### config.mk
export PLATFORM = sky130hd
export DESIGN_NAME = order_issue_queue
export DESIGN_NICKNAME = d
export VERILOG_FILES = /design/src/rtl/order_issue_queue.sv
export SDC_FILE = /design/constraint.sdc
export NUM_CORES = 2
export LEC_CHECK = 0
export ABC_CLOCK_PERIOD_IN_PS = 31200
export CAP_MARGIN = 20
export CELL_PAD_IN_SITES_DETAIL_PLACEMENT = 0
export CELL_PAD_IN_SITES_GLOBAL_PLACEMENT = 1
export CORE_MARGIN = 5
export CORE_UTILIZATION = 25
export DETAILED_ROUTE_END_ITERATION = 8
export HOLD_SLACK_MARGIN = 0.02
export PLACE_DENSITY = 0.45
export SLEW_MARGIN = 40
export SYNTH_ARGS = -nofsm -noshare
export SYNTH_HDL_FRONTEND = slang
export SYNTH_SLANG_ARGS = --single-unit
### constraint.sdc
create_clock -name clk -period 31.2 [get_ports clk]
set_input_delay 7.8 -clock clk [delete_from_list [all_inputs] [get_ports clk]]
set_output_delay 7.8 -clock clk [all_outputs]
set_load 0.01 [all_outputs]
### src/rtl/order_issue_queue.sv
// In-order issue queue: multi-lane dispatch into a circular buffer, writeback wake-up, oldest-first issue.
// Optional macro ORS_WB_BYPASS_EN lets the head use same-cycle writeback matches for readiness.
module order_issue_queue #(
  parameter int RS_SIZE        = 8,
  parameter int DISPATCH_WIDTH = 2,
  parameter int WB_WIDTH       = 4,
  parameter int PREG_W         = 6,
  parameter int PAYLOAD_W      = 64
) (
  input  logic                                clk,
  input  logic                                rst,
  input  logic                                flush_i,
  input  logic [DISPATCH_WIDTH-1:0]           wr_valid_i,
  input  logic [DISPATCH_WIDTH*PREG_W-1:0]    wr_psrc0_i,
  input  logic [DISPATCH_WIDTH-1:0]           wr_psrc0_valid_i,
  input  logic [DISPATCH_WIDTH-1:0]           wr_psrc0_ready_i,
  input  logic [DISPATCH_WIDTH*PREG_W-1:0]    wr_psrc1_i,
  input  logic [DISPATCH_WIDTH-1:0]           wr_psrc1_valid_i,
  input  logic [DISPATCH_WIDTH-1:0]           wr_psrc1_ready_i,
  input  logic [DISPATCH_WIDTH*PAYLOAD_W-1:0] wr_payload_i,
  output logic                                wr_ready_o,
  input  logic [WB_WIDTH-1:0]                 wb_i,
  input  logic [WB_WIDTH*PREG_W-1:0]          wb_pdest_i,
  output logic                                issue_valid_o,
  input  logic                                issue_ready_i,
  output logic [PAYLOAD_W-1:0]                issue_payload_o,
  output logic [$clog2(RS_SIZE):0]            count_o
);

  localparam int PW = $clog2(RS_SIZE);
  localparam int CW = $clog2(RS_SIZE) + 1;

  logic [RS_SIZE-1:0]   valid_q, valid_d;
  logic [RS_SIZE-1:0]   s0_v_q, s0_v_d, s0_rdy_q, s0_rdy_d;
  logic [RS_SIZE-1:0]   s1_v_q, s1_v_d, s1_rdy_q, s1_rdy_d;
  logic [PREG_W-1:0]    s0_tag_q [RS_SIZE];
  logic [PREG_W-1:0]    s0_tag_d [RS_SIZE];
  logic [PREG_W-1:0]    s1_tag_q [RS_SIZE];
  logic [PREG_W-1:0]    s1_tag_d [RS_SIZE];
  logic [PAYLOAD_W-1:0] payload_q [RS_SIZE];
  logic [PAYLOAD_W-1:0] payload_d [RS_SIZE];
  logic [PW-1:0]        head_q, head_d, tail_q, tail_d;
  logic [CW-1:0]        count_q, count_d;

  logic head_rdy0, head_rdy1, pop;

  function automatic logic wb_match(input logic [PREG_W-1:0]          tag,
                                    input logic [WB_WIDTH-1:0]        wb,
                                    input logic [WB_WIDTH*PREG_W-1:0] pdest);
    logic hit;
    hit = 1'b0;
    for (int k = 0; k < WB_WIDTH; k++) begin
      if (wb[k] && (pdest[k*PREG_W +: PREG_W] == tag)) hit = 1'b1;
    end
    return hit;
  endfunction

  // Explicit wrap so non-power-of-two sizes stay inside [0, RS_SIZE).
  function automatic logic [PW-1:0] ptr_add(input logic [PW-1:0] p, input int n);
    int s;
    s = int'(p) + n;
    if (s >= RS_SIZE) s = s - RS_SIZE;
    return PW'(s);
  endfunction

  assign wr_ready_o = (count_q <= CW'(RS_SIZE - DISPATCH_WIDTH));
  assign count_o    = count_q;

`ifdef ORS_WB_BYPASS_EN
  assign head_rdy0 = s0_rdy_q[head_q] | ~s0_v_q[head_q] | wb_match(s0_tag_q[head_q], wb_i, wb_pdest_i);
  assign head_rdy1 = s1_rdy_q[head_q] | ~s1_v_q[head_q] | wb_match(s1_tag_q[head_q], wb_i, wb_pdest_i);
`else
  assign head_rdy0 = s0_rdy_q[head_q] | ~s0_v_q[head_q];
  assign head_rdy1 = s1_rdy_q[head_q] | ~s1_v_q[head_q];
`endif

  assign issue_valid_o   = valid_q[head_q] & head_rdy0 & head_rdy1 & ~flush_i;
  assign issue_payload_o = payload_q[head_q];
  assign pop             = issue_valid_o & issue_ready_i;

  always_comb begin
    int n_push;
    logic [PW-1:0] idx;
    n_push    = 0;
    idx       = '0;
    valid_d   = valid_q;
    s0_v_d    = s0_v_q;
    s0_rdy_d  = s0_rdy_q;
    s1_v_d    = s1_v_q;
    s1_rdy_d  = s1_rdy_q;
    s0_tag_d  = s0_tag_q;
    s1_tag_d  = s1_tag_q;
    payload_d = payload_q;
    head_d    = head_q;
    tail_d    = tail_q;

    for (int i = 0; i < RS_SIZE; i++) begin
      if (valid_q[i]) begin
        if (s0_v_q[i] && wb_match(s0_tag_q[i], wb_i, wb_pdest_i)) s0_rdy_d[i] = 1'b1;
        if (s1_v_q[i] && wb_match(s1_tag_q[i], wb_i, wb_pdest_i)) s1_rdy_d[i] = 1'b1;
      end
    end

    if (pop) begin
      valid_d[head_q] = 1'b0;
      head_d          = ptr_add(head_q, 1);
    end

    // Free slots never alias the head when not full, so push and pop cannot collide.
    if (wr_ready_o) begin
      for (int l = 0; l < DISPATCH_WIDTH; l++) begin
        if (wr_valid_i[l]) begin
          idx            = ptr_add(tail_q, n_push);
          valid_d[idx]   = 1'b1;
          s0_tag_d[idx]  = wr_psrc0_i[l*PREG_W +: PREG_W];
          s0_v_d[idx]    = wr_psrc0_valid_i[l];
          s0_rdy_d[idx]  = wr_psrc0_ready_i[l] |
                           wb_match(wr_psrc0_i[l*PREG_W +: PREG_W], wb_i, wb_pdest_i);
          s1_tag_d[idx]  = wr_psrc1_i[l*PREG_W +: PREG_W];
          s1_v_d[idx]    = wr_psrc1_valid_i[l];
          s1_rdy_d[idx]  = wr_psrc1_ready_i[l] |
                           wb_match(wr_psrc1_i[l*PREG_W +: PREG_W], wb_i, wb_pdest_i);
          payload_d[idx] = wr_payload_i[l*PAYLOAD_W +: PAYLOAD_W];
          n_push         = n_push + 1;
        end
      end
    end
    tail_d  = ptr_add(tail_q, n_push);
    count_d = count_q + CW'(n_push) - CW'(pop);

    if (flush_i) begin
      valid_d = '0;
      head_d  = '0;
      tail_d  = '0;
      count_d = '0;
    end
  end

  always_ff @(posedge clk) begin
    if (rst) begin
      valid_q <= '0;
      head_q  <= '0;
      tail_q  <= '0;
      count_q <= '0;
    end else begin
      valid_q <= valid_d;
      head_q  <= head_d;
      tail_q  <= tail_d;
      count_q <= count_d;
    end
  end

  // Entry contents are qualified by valid_q and need no reset.
  always_ff @(posedge clk) begin
    s0_v_q    <= s0_v_d;
    s0_rdy_q  <= s0_rdy_d;
    s1_v_q    <= s1_v_d;
    s1_rdy_q  <= s1_rdy_d;
    s0_tag_q  <= s0_tag_d;
    s1_tag_q  <= s1_tag_d;
    payload_q <= payload_d;
  end

endmodule

==> impl_metrics.json <==
{
  "drt-vias-per-instance": 4.82,
  "drive_gt1_share_pct": 9.12,
  "worst_pin_slew_ns": 0.897,
  "yosysMostFrequentCell": "mux2i_1",
  "critPathMostFrequentCell": "clkdlybuf4s50_1",
  "yosys-top-cells-count": "mux2i_1 (628), edfxtp_1 (624), nand2_1 (621)",
  "clk_pin_slew_ns": 0.05,
  "grt_max_degree": 158,
  "synthArstFlopShare_pct": 0,
  "area_growth_pct": 14.8,
  "cp_cell_sequence": "clkdlybuf4s50_1, a31oi_1, nand3_1, nor2_1, clkdlybuf4s50_1",
  "path_class": "input pin to output pin",
  "ios": 264,
  "worst_path_max_delay_cell": "clkdlybuf4s50_1",
  "grt_pass1_vias": 31955,
  "cp.arrival_ns": 9.25,
  "fmax_ghz": 0.0586,
  "cts_resized": 0,
  "wl_per_cell_um": 25.9,
  "whs_path_depth": 2,
  "ys_seq_elements": 658,
  "reg2reg_from": "head_q[1]",
  "grt-ovfl-total": 0,
  "reg2reg_depth": 12,
  "rr_endpoint": "count_o[2]",
  "post_cts_buffers": 0,
  "hold_path.startpoint": "s0_rdy_q[3]",
  "cp_max_fo": 3,
  "clk_latency_ns": 0.71,
  "hold_path.class": "flop to flop",
  "end_kind": "output pin",
  "grt_usage_pct": 17.8,
  "die_y_um": 431,
  "antenna_found_initial": 25,
  "finalSetupViolCount": 0,
  "nFillCells": 18261,
  "drt_iter0_markers": 2443,
  "fin_area_sq_um": 51000,
  "start_util_pct": 25.2,
  "period_share_pct": 54.6,
  "critPathLaunchType": "input pin",
  "ir_drop_uv": 43.5,
  "core_sq_um": 176000,
  "yosys.area.top_type": "edfxtp_1",
  "drv_cap": 0,
  "status": "finished clean",
  "post-route-min-period_ns": 17.05,
  "power.density_nw_per_um2": 77.5,
  "cts_max_path_buffers": 3,
  "synthDistinctLibCells": 56,
  "netlist_area_sq_um": 44400,
  "ys_warn_count": 0,
  "firstDrtPassIters": 5,
  "cts_tree": "done",
  "dpl.hpwl_um": 95700,
  "h-tree-depth": 3,
  "slew_violations": 0,
  "synthFlopType": "edfxtp_1",
  "syn_inst": 4334,
  "finalWirelength_um": 172000,
  "required_ns": 23.40,
  "layout.nets": 4415,
  "slowest_delay_ns": 0.55,
  "grt_busiest_layer": "met2",
  "seq_area_frac_synth_pct": 43.8,
  "vias": 31949,
  "yosys.area.top_type_share_pct": 42.2,
  "gp_congestion": 0.752,
  "synth.area.top_cells": "edfxtp_1 (42%), mux2i_1 (14%), mux4_2 (6.6%)",
  "gr-usage-met1_pct": 24.0,
  "grt_use_met3_pct": 2.38,
  "grt_use_met2_pct": 30.6,
  "cts_made_buffers": 91,
  "min_to": "s0_rdy_q[3]",
  "io_buffer_count": 263,
  "route.detailed.drc": 0,
  "final-hold-violation-count": 0,
  "avgSynthCellArea_sq_um": 10.2,
  "synth_edf_count": 624,
  "ff2ff_setup_slack_ns": 27.21,
  "clock-skew-final_ns": 0.0515,
  "grt_pass1_wl_um": 244000,
  "slew_headroom_pct": 40.0,
  "final_util_pct": 28.9,
  "clock-sinks": 658,
  "rsz0062_at_grt": "no",
  "synthesis.nets": 4541,
  "antenna_left": 0,
  "rows": 154,
  "die_area_sq_um": 186000,
  "cts_root_buf": "clkbuf_16",
  "cts_hold_buf": 0,
  "die-width_um": 431,
  "power.total_w": 0.00395,
  "fin_setup_tns_ns": 0,
  "p_leak_nw": 18.6,
  "placedInstanceArea_sq_um": 48100
}
## final cells by class
type                            count  area [sq um]  share of cell area, %
Inverter                           23          98.8                  0.194
Sequential cell                   658         19400                   38.1
Clock buffer                      129          2460                   4.83
Tap cell                         2340          2930                   5.74
Clock inverter                     32           295                  0.579
Antenna cell                       14          35.0                 0.0687
Multi-Input combinational cell   3078         22200                   43.6
Timing Repair Buffer              356          3480                   6.83
## power breakdown
| group | internal [W] | switching (W) |
|---|---|---|
| clock | 0.000552 | 0.000448 |
| sequential | 0.00152 | 0.000304 |
| combinational | 0.000583 | 0.000544 |
| total | 0.00265 | 0.00130 |
## registers in the layout, summed over array words and instances, names as in the netlist
signal     flops
count_o        4
head_q         3
payload_q    512
s0_rdy_q       8
s0_tag_q      48
s0_v_q         8
s1_rdy_q       8
s1_tag_q      48
s1_v_q         8
tail_q         3
valid_q        8
## metrics by stage
stage / hold slack, ns / cells / worst slack (ns)
after floorplan: 0.454 / 4334 / 5.17
after global placement: 0.485 / 6446 / 14.07
after detailed placement: 0.495 / 6453 / 14.15
after CTS: 0.506 / 6614 / 14.14
after global routing: 0.532 / 6618 / 14.03
final: 0.507 / 6630 / 14.15
## layer usage
| layer | vias to the layer above | share of wire, % | wire length, um |
|---|---|---|---|
| met5 | - | 0.0070 | 12 |
| met2 | 687 | 49 | 83800 |
| li1 | 15179 | - | - |
| met4 | 2 | 2.0 | 3420 |
| met3 | 187 | 3.8 | 6590 |
| met1 | 15894 | 45 | 77900 |
## worst max-delay path by stage
stage	from	to	slack, ns	cells after the start
floorplan	count_o[3]	wr_ready_o	5.17	6
global placement	flush_i	issue_valid_o	14.07	5
global route	flush_i	issue_valid_o	14.03	5
detailed placement	flush_i	issue_valid_o	14.15	5
finish	flush_i	issue_valid_o	14.15	5
CTS	flush_i	issue_valid_o	14.14	5
## logic make-up after synthesis
family,share of synthesized area (%)
simple gates,10.8
compound gates,8.36
mux,20.8
flops,43.8
fa+ha+maj,0.400
buf+inv,6.32
xor+xnor,9.63
## cells in the final DEF (no fill, tap or decap), drive strengths merged, types with 6 or more instances in the layout
cell type / n
ha: 11
o22ai: 16
mux2i: 628
edfxtp: 624
nand2b: 7
xnor2: 235
dfxtp: 34
clkdlybuf4s50: 240
nand2: 621
nor3: 11
a311oi: 16
nand3: 15
diode: 14
inv: 23
nor4: 78
o21ai: 396
or4: 18
nand4: 80
buf: 116
a21oi: 259
or2: 6
o32a: 6
clkinv: 32
mux4: 130
clkbuf: 129
xor2: 251
nor2: 262
## critical path, delay by kind of cell
kind | cells | cell delay (ns)
buffers and inverters | 2 | 0.99
and+or+nand+nor | 2 | 0.26
AOI/OAI and AO/OA | 1 | 0.19
Note: power is estimated with default switching activity, not from simulation.
